File: config.mk
export PLATFORM = sky130hd
export DESIGN_NAME = ram512_arbiter
export DESIGN_NICKNAME = d
export VERILOG_FILES = /design/src/rtl/ram512_arbiter_pkg.sv /design/src/rtl/ram512_arbiter_rr_arb2.sv /design/src/rtl/ram512_arbiter.sv
export SDC_FILE = /design/constraint.sdc
export NUM_CORES = 1
export LEC_CHECK = 0
export CAP_MARGIN = 15
export CORE_MARGIN = 2
export CORE_UTILIZATION = 34
export CTS_CLUSTER_SIZE = 14
export DETAILED_ROUTE_END_ITERATION = 12
export PLACE_DENSITY = 0.78
export SLEW_MARGIN = 25
export SYNTH_ARGS = -nofsm -noshare
export SYNTH_HDL_FRONTEND = slang
export SYNTH_SLANG_ARGS = --single-unit
File: constraint.sdc
create_clock -name clk -period 2.3 [get_ports clk]
set_input_delay 0.69 -clock clk [delete_from_list [all_inputs] [get_ports clk]]
set_output_delay 0.69 -clock clk [all_outputs]
set_load 0.02 [all_outputs]
File: src/rtl/ram512_arbiter_pkg.sv
// Shared definitions for the RAM512 arbiter slice.
//   state_t      : sequencer states (IDLE=0, ACCESS=1, RESP=2)
//   GNT_A/GNT_B  : grant ids used for last_grant and the latched winner
//   DATA_W_DEF / ADDR_W_DEF : default data and word-address widths of RAM512
package ram512_arbiter_pkg;

    typedef enum logic [1:0] {
        IDLE   = 2'd0,
        ACCESS = 2'd1,
        RESP   = 2'd2
    } state_t;

    localparam logic GNT_A = 1'b0;
    localparam logic GNT_B = 1'b1;

    localparam int DATA_W_DEF = 16;
    localparam int ADDR_W_DEF = 9;

endpackage

File: src/rtl/ram512_arbiter_rr_arb2.sv
// rr_arb2: combinational two-way round-robin picker.
//   req[1:0]   in  : request lines (bit 0 = A, bit 1 = B)
//   last_grant in  : id of the requester granted on the previous handshake
//   enable     in  : when low no grant is issued
//   gnt[1:0]   out : one-hot grant (all zero when disabled or no request)
//   gnt_id     out : id of the winner (only meaningful when gnt != 0)
module rr_arb2
    import ram512_arbiter_pkg::*;
(
    input  logic [1:0] req,
    input  logic       last_grant,
    input  logic       enable,
    output logic [1:0] gnt,
    output logic       gnt_id
);

    always_comb begin
        gnt_id = GNT_A;
        gnt    = 2'b00;
        case (req)
            2'b01:   gnt_id = GNT_A;
            2'b10:   gnt_id = GNT_B;
            // Contention: the side that did not win last time goes now.
            2'b11:   gnt_id = ~last_grant;
            default: gnt_id = GNT_A;
        endcase
        if (enable && (req != 2'b00)) begin
            gnt = (gnt_id == GNT_B) ? 2'b10 : 2'b01;
        end
    end

endmodule

File: src/rtl/ram512_arbiter.sv
// ram512_arbiter: round-robin arbiter and access sequencer for one RAM512.
// Each transaction is IDLE (handshake) -> ACCESS (RAM drive) -> RESP (pulse).
//
// Ports:
//   clk, rst_n                       : clock, async active-low reset
//   a_valid/a_write/a_addr/a_wdata   : requester A request channel (in)
//   a_ready                          : A request accepted this cycle
//   a_rsp_valid/a_rdata              : A one-cycle response, held read data
//   b_*                              : same set for requester B
//   ram_in/ram_address/ram_load      : drive RAM512
//   ram_out                          : RAM512 combinational read data
//   busy                             : high in ACCESS or RESP
//   a_count/b_count                  : handshake counters, only present when
//                                      RAM512_ARB_STATS_EN is defined
//
// state  | meaning
// IDLE   | arbitrate; winner's ready high; latch request on handshake
// ACCESS | RAM driven from latched request; write/read data captured
// RESP   | winner's rsp_valid pulses with captured data
module ram512_arbiter
    import ram512_arbiter_pkg::*;
#(
    parameter int DATA_W = DATA_W_DEF,
    parameter int ADDR_W = ADDR_W_DEF
) (
    input  logic              clk,
    input  logic              rst_n,
    input  logic              a_valid,
    input  logic              a_write,
    input  logic [ADDR_W-1:0] a_addr,
    input  logic [DATA_W-1:0] a_wdata,
    output logic              a_ready,
    output logic              a_rsp_valid,
    output logic [DATA_W-1:0] a_rdata,
    input  logic              b_valid,
    input  logic              b_write,
    input  logic [ADDR_W-1:0] b_addr,
    input  logic [DATA_W-1:0] b_wdata,
    output logic              b_ready,
    output logic              b_rsp_valid,
    output logic [DATA_W-1:0] b_rdata,
`ifdef RAM512_ARB_STATS_EN
    output logic [15:0]       a_count,
    output logic [15:0]       b_count,
`endif
    output logic [DATA_W-1:0] ram_in,
    output logic [ADDR_W-1:0] ram_address,
    output logic              ram_load,
    input  logic [DATA_W-1:0] ram_out,
    output logic              busy
);

    state_t            state_q, state_d;
    logic              last_grant_q;
    logic              lat_id_q;
    logic              lat_write_q;
    logic [ADDR_W-1:0] lat_addr_q;
    logic [DATA_W-1:0] lat_wdata_q;
    logic [DATA_W-1:0] a_rdata_q, b_rdata_q;

    logic [1:0]        gnt;
    logic              gnt_id;
    logic              arb_en;
    logic              hs;

    // Gating with rst_n keeps ready low while reset is held, even though the
    // state register already reads IDLE.
    assign arb_en = (state_q == IDLE) && rst_n;

    rr_arb2 u_rr_arb2 (
        .req        ({b_valid, a_valid}),
        .last_grant (last_grant_q),
        .enable     (arb_en),
        .gnt        (gnt),
        .gnt_id     (gnt_id)
    );

    // gnt is already qualified by valid, so any grant is a handshake.
    assign hs = |gnt;

    always_ff @(posedge clk or negedge rst_n) begin
        if (!rst_n) begin
            state_q <= IDLE;
        end else begin
            state_q <= state_d;
        end
    end

    always_comb begin
        state_d     = state_q;
        a_ready     = 1'b0;
        b_ready     = 1'b0;
        a_rsp_valid = 1'b0;
        b_rsp_valid = 1'b0;
        ram_load    = 1'b0;
        busy        = 1'b0;
        case (state_q)
            IDLE: begin
                a_ready = gnt[0];
                b_ready = gnt[1];
                if (hs) begin
                    state_d = ACCESS;
                end
            end
            ACCESS: begin
                busy     = 1'b1;
                ram_load = lat_write_q;
                state_d  = RESP;
            end
            RESP: begin
                busy        = 1'b1;
                a_rsp_valid = (lat_id_q == GNT_A);
                b_rsp_valid = (lat_id_q == GNT_B);
                state_d     = IDLE;
            end
            default: state_d = IDLE;
        endcase
    end

    always_ff @(posedge clk or negedge rst_n) begin
        if (!rst_n) begin
            last_grant_q <= GNT_B;
            lat_id_q     <= GNT_A;
            lat_write_q  <= 1'b0;
            lat_addr_q   <= '0;
            lat_wdata_q  <= '0;
        end else if (hs) begin
            last_grant_q <= gnt_id;
            lat_id_q     <= gnt_id;
            if (gnt_id == GNT_B) begin
                lat_write_q <= b_write;
                lat_addr_q  <= b_addr;
                lat_wdata_q <= b_wdata;
            end else begin
                lat_write_q <= a_write;
                lat_addr_q  <= a_addr;
                lat_wdata_q <= a_wdata;
            end
        end
    end

    // Per-requester data registers: loaded at the end of ACCESS so the value
    // is present during RESP and held until that requester's next response.
    always_ff @(posedge clk or negedge rst_n) begin
        if (!rst_n) begin
            a_rdata_q <= '0;
            b_rdata_q <= '0;
        end else if (state_q == ACCESS) begin
            if (lat_id_q == GNT_B) begin
                b_rdata_q <= lat_write_q ? lat_wdata_q : ram_out;
            end else begin
                a_rdata_q <= lat_write_q ? lat_wdata_q : ram_out;
            end
        end
    end

    assign a_rdata     = a_rdata_q;
    assign b_rdata     = b_rdata_q;
    assign ram_address = lat_addr_q;
    assign ram_in      = lat_wdata_q;

`ifdef RAM512_ARB_STATS_EN
    always_ff @(posedge clk or negedge rst_n) begin
        if (!rst_n) begin
            a_count <= 16'd0;
            b_count <= 16'd0;
        end else begin
            if (gnt[0]) a_count <= a_count + 16'd1;
            if (gnt[1]) b_count <= b_count + 16'd1;
        end
    end
`endif

endmodule

==> results of run 1 <==
-- kinds of logic (layout without fill, tap and decap cells) --
logic type / Yosys count / after routing / synth area share, %
AO/OA/AOI/OAI: 63 / 63 / 17.1
AND/OR/NAND/NOR: 66 / 66 / 12.1
flip-flops: 62 / 62 / 57.5
buffers and inverters: 20 / 167 / 4.17
multiplexers: 18 / 18 / 6.77
adder cells (fa/ha/maj): 5 / 5 / 2.32
-- report_power, final --
part	internal (mW)	switching, mW	leakage, nW
Combinational	1.56	1.59	1.04
Sequential	1.62	0.328	0.743
Clock	0.660	0.413	0.115
-- worst paths after layout --
path / start / to / depth (start not counted)
max: a_valid / a_ready / 4
min: a_rdata[5]$_DFFE_PN0P_ / a_rdata[5]$_DFFE_PN0P_ / 2
max reg2reg: state_q[1]$_DFFE_PN0P_ / ram_address[7]$_DFFE_PN0P_ / 6
min reg2reg: a_rdata[5]$_DFFE_PN0P_ / a_rdata[5]$_DFFE_PN0P_ / 2
max in group asynchronous: rst_n / ram_in[1]$_DFFE_PN0P_ / 2
min in group asynchronous: rst_n / a_rdata[15]$_DFFE_PN0P_ / 2
-- sequential cells by signal, indices dropped and copies added (netlist names) --
signal,cells
ram_in,16
state_q,2
lat_id_q,1
ram_address,9
lat_write_q,1
b_rdata,16
a_rdata,16
last_grant_q,1
-- cell usage in the layout, fill, tap and decap left out --
master / n
clkdlybuf4s50_1: 126
dfrtp_1: 61
a221o_1: 26
nand2_1: 17
buf_4: 17
mux2i_1: 16
o21ai_0: 16
nor2_1: 16
a21oi_1: 16
and2_0: 16
and2_1: 13
clkbuf_8: 11
ha_1: 5
inv_1: 3
dlygate4sd2_1: 3
nand3_1: 2
a21oi_2: 2
mux2_2: 2
a21o_1: 2
bufinv_16: 2
clkinv_2: 2
buf_2: 2
nor2b_1: 1
nand2b_1: 1
o211ai_2: 1
dlymetal6s2s_1: 1
dfstp_2: 1
-- worst register-to-register path: stages, from the launching register on --
cell and delay (ns):
dfrtp_1 0.38, inv_1 0.08, ha_1 0.25, nand3_1 0.13, a21oi_2 0.14, buf_4 0.34, a221o_1 0.24
-- per-stage QoR --
| step | instances | total power, mW | instance area (um^2) |
|---|---|---|---|
| 4_1_cts | 482 | 6.22 | 4380 |
| 6_report | 483 | 6.17 | 4390 |
| 2_1_floorplan | 234 | 3.65 | 2700 |
| 3_3_place_gp | 467 | 5.07 | 4170 |
| 5_1_grt | 483 | 6.56 | 4390 |
| 3_5_place_dp | 467 | 5.15 | 4170 |
-- area by class of cell --
cell class	instances	area [um^2]	share of cell area (%)
clock inverters	4	70.1	1.60
well taps	102	128	2.91
repair buffers	149	1440	32.8
flip-flops and latches	62	1550	35.4
clock buffers	11	151	3.45
multi-input cells	152	1040	23.7
inverters	3	11.3	0.257
-- what timing repair did --
| item | CTS | global route |
|---|---|---|
| setup endpoints to repair | 6 | 3 |
| pin swaps | 0 | 0 |
| resized for setup | 15 | 3 |
| setup buffers | 0 | 1 |
| endpoints found under the hold margin | 0 | 0 |
-- routing by layer --
layer  vias to the layer above  wire (um)
met1                      1132       3480
met2                        86       3800
li1                       1119          -
met4                         0        157
met3                        14        444
met5                         -          0
==> run metrics, run 1 <==
max cap viols 0; WP data required 1.61 ns; pwr/cell area 1410 nW/um^2; H-tree depth 3; WP data arrival 1.58 ns; min setup slack post-route 0.0343 ns; fin. max-slew vios 0; M1 GR Usage 24.4%; Die Y 93.1 um; Syn Area/Cell 11.5 um^2; routed wire length 7880 um; Nets 454; met2 GRT Util 29.3%; clock sink count 62; number of port buffers 134; Routed Antenna Nets 0; top cell type by total area after synthesis dfrtp_1; top post-synthesis cells by count 61 x dfrtp_1, 26 x a221o_1, 17 x a21oi_1, 17 x nand2_1; clock root buffer clkbuf_8; Max Fclk 0.441 GHz; worst min-delay path class reg -> reg; Worst Tran Pin Value 0.777 ns; Worst Skew 0.00657 ns; first-pass iteration count of the detailed router 4; crit end category primary output; share of layout cells above drive strength 1 10.5%; final hold viol count 0; Vias/cell 4.87; Post-synth top flop dfrtp_1; Die Area 8670 um^2; slowest stage delay, CP 0.48 ns; aggregate negative setup slack 0 ns; Initial Util 34.9%; Ys Warns 0; sequential-to-total area share from yosys stat 57.5%; CP max FO 2; Yosys cell types 24; Placeable Area 7730 um^2; CTS Buffer Depth 2; WHS 0.480 ns; Tcrit/Tclk final 98.5%; drt initial violations 112; cts hold-fix bufs 0; initial antenna violation count 0; global-route congestion overflow total 0; worst skew pair latency 0.33 ns; EDFF count, synth 0; Mapped Area 2700 um^2; CTS tree built; M3 GR Usage 5.24%; Final Wtd Congestion 0.814; outcome finished, final reports clean; ant diodes 0; leakage 1.90 nW; Die Wd 93.1 um; Max-slew headroom 48.2%; Async SR Flop Fraction 100%; worst path buffer plus inverter count 2; critical path class in -> out; reg2reg setup slack 0.68 ns; WL/cell 16.3 um; minimum clock period 2.27 ns; Fillers 665; Worst-path clk slew 0.06 ns; maximum vdd drop 0.748 mV; Vias 2,351; pin count of the biggest net entering global routing 63; CP cell instances clkdlybuf4s50_1 -> nand3_1 -> a21oi_2 -> buf_4; layer with the highest usage met2; vias in the first global route 2,422; global-route wire length before repair 12,300 um; Synth top area share 56.5%; Place WS -0.452 ns; syn_nets 311; synth top area cells dfrtp_1 57%, a221o_1 9.6%, mux2i_1 5.9%; detailed placer's ending HPWL 5740 um; cell row count 32; count of final setup violators 0; total CTS buffers 9; area grow syn2layout 62.6%; Worst path slowest cell clkdlybuf4s50_1; count leader, synth dfrtp_1; Top delay family on crit path buffers and inverters; GRT Util Overall 18.7%; I/O pins 135; Syn Inst Count 234; Final Util 56.8%; synthesis-stage register bit count 62; CP startpoint kind primary input; Residual DRC 0
Power figures use the tool's default switching activity.
==> inputs of run 2 (changes only) <==
--- a/config.mk
+++ b/config.mk
@@ -11,7 +11,7 @@
 export CTS_CLUSTER_SIZE = 14
 export DETAILED_ROUTE_END_ITERATION = 12
 export PLACE_DENSITY = 0.78
-export SLEW_MARGIN = 25
+export SLEW_MARGIN = 40
 export SYNTH_ARGS = -nofsm -noshare
 export SYNTH_HDL_FRONTEND = slang
 export SYNTH_SLANG_ARGS = --single-unit
==> constraint.sdc (replaced) <==
create_clock -name clk -period 2.6 [get_ports clk]
set_input_delay 0.78 -clock clk [delete_from_list [all_inputs] [get_ports clk]]
set_output_delay 0.78 -clock clk [all_outputs]
set_load 0.02 [all_outputs]
==> run 2 against run 1 <==
  * Wire length fell by 2.0%
  * Core utilization about the same
  * Flip-flop and latch count unchanged
  * Combinational power decreased by 13%
  * Clock power is essentially flat
  * Critical path depth shrank 1
  * Clock-buffer cell count is 2 lower
  * Non-clock buffer count fell by 5
  * Global-route usage fell by 0.17 points
  * Die area unchanged
  * Total power fell by 11%
  * Sequential power is 11% lower
  * Critical endpoint is now busy
  * Largest cell class unchanged
  * Largest power group unchanged
==> run metrics, run 2 (synthesized netlist as in run 1, its figures left out) <==
Die Area 8670 um^2; Worst Tran Pin Value 0.561 ns; unrepaired setup endpoints after global routing no; Max-slew headroom 62.6%; critical path class reg -> out; CTS tree built; cell row count 32; crit end category primary output; first-pass iteration count of the detailed router 4; CP max FO 4; H-tree depth 3; WHS 0.480 ns; Routed Antenna Nets 0; drt initial violations 66; vias in the first global route 2,425; Residual DRC 0; GRT Util Overall 18.5%; CP startpoint kind flip-flop; worst skew pair latency 0.34 ns; Worst Skew 0.00810 ns; Placeable Area 7730 um^2; worst min-delay path class reg -> reg; Initial Util 34.9%; Worst-path clk slew 0.07 ns; I/O pins 135; share of layout cells above drive strength 1 9.55%; minimum clock period 2.49 ns; aggregate negative setup slack 0 ns; clock sink count 62; total CTS buffers 9; WP data arrival 1.71 ns; Tcrit/Tclk final 95.9%; final hold viol count 0; max cap viols 0; maximum vdd drop 0.591 mV; WP data required 1.82 ns; routed wire length 7720 um; Die Y 93.1 um; CTS Buffer Depth 2; Final Cell Area 4390 um^2; count of final setup violators 0; leakage 1.90 nW; ant diodes 0; initial antenna violation count 0; most frequent cells in the layout 128 x clkdlybuf4s50_1, 61 x dfrtp_1, 26 x a221o_1; area grow syn2layout 62.5%; Hold Startpoint a_rdata[8]$_DFFE_PN0P_; global-route wire length before repair 12,300 um; clock root buffer clkbuf_8; Final Util 56.8%; Vias/cell 4.89; Fillers 671; pin count of the biggest net entering global routing 63; setup bufs post-CTS 0; Nets 449; most common library cell in the layout ignoring fill and taps clkdlybuf4s50_1; fin. max-slew vios 0; Worst Setup SP state_q[0]$_DFFE_PN0P_; Vias 2,343; Die Wd 93.1 um; Final Wtd Congestion 0.788; WL/cell 16.1 um; global-route congestion overflow total 0; R2R Path Start state_q[1]$_DFFE_PN0P_; pwr/cell area 1260 nW/um^2; number of port buffers 134; outcome finished, final reports clean; Area after DPL 4140 um^2; detailed placer's ending HPWL 5610 um; Max Fclk 0.401 GHz
==> run 2: final cells by class <==
class                           count  area [um^2]  share of cell area [%]
Sequential cell                    62         1550                    35.4
Timing Repair Buffer              144         1410                    32.1
Multi-Input combinational cell    152         1040                    23.7
Tap cell                          102          128                    2.91
Clock buffer                        9          124                    2.82
Clock inverter                      7          121                    2.77
Inverter                            3         11.3                   0.257
==> run 2: layer usage <==
| metal | track usage (%) | share of wire [%] | wire length [um] | up-vias |
|---|---|---|---|---|
| li1 | - | - | - | 1105 |
| met1 | 23.6 | 43 | 3310 | 1138 |
| met2 | 29.8 | 49 | 3750 | 89 |
| met3 | 4.92 | 6.7 | 515 | 11 |
| met4 | 7.60 | 1.8 | 139 | 0 |
| met5 | 0 | 0 | 0 | - |
==> run 2: what timing repair did <==
item,CTS,global route
gates resized for setup,7,4
setup endpoints to repair,3,4
cloned,0,0
hold buffers,0,0
==> run 2: critical path, stage by stage (launching register included) <==
cell and delay, ns:
dfrtp_1 0.40, inv_1 0.09, ha_1 0.28, clkdlybuf4s50_1 0.60
==> run 2: path summary, 6_finish.rpt <==
path                       slack (ns)  cells after the start                       end
max                              0.11                      3                      busy
min                              0.48                      2    a_rdata[8]$_DFFE_PN0P_
max reg2reg                      0.90                      6    state_q[0]$_DFFE_PN0P_
min reg2reg                      0.48                      2    a_rdata[8]$_DFFE_PN0P_
max in group asynchronous        1.57                      2  last_grant_q$_DFFE_PN1P_
min in group asynchronous        0.63                      2    a_rdata[2]$_DFFE_PN0P_
==> run 2: power breakdown <==
part	internal, mW	total (mW)	switching (mW)
logic	1.35	2.74	1.39
registers	1.43	1.72	0.296
clock network	0.640	1.05	0.412
total	3.42	5.51	2.09
==> run 2: metrics by stage <==
step	power (mW)	std cells	worst slack, ns
after CTS	5.58	479	0.0172
after detailed placement	4.51	463	-0.311
final	5.51	479	0.107
after global routing	5.85	479	0.0210
after floorplan	3.23	234	0.472
after global placement	4.44	463	-0.314
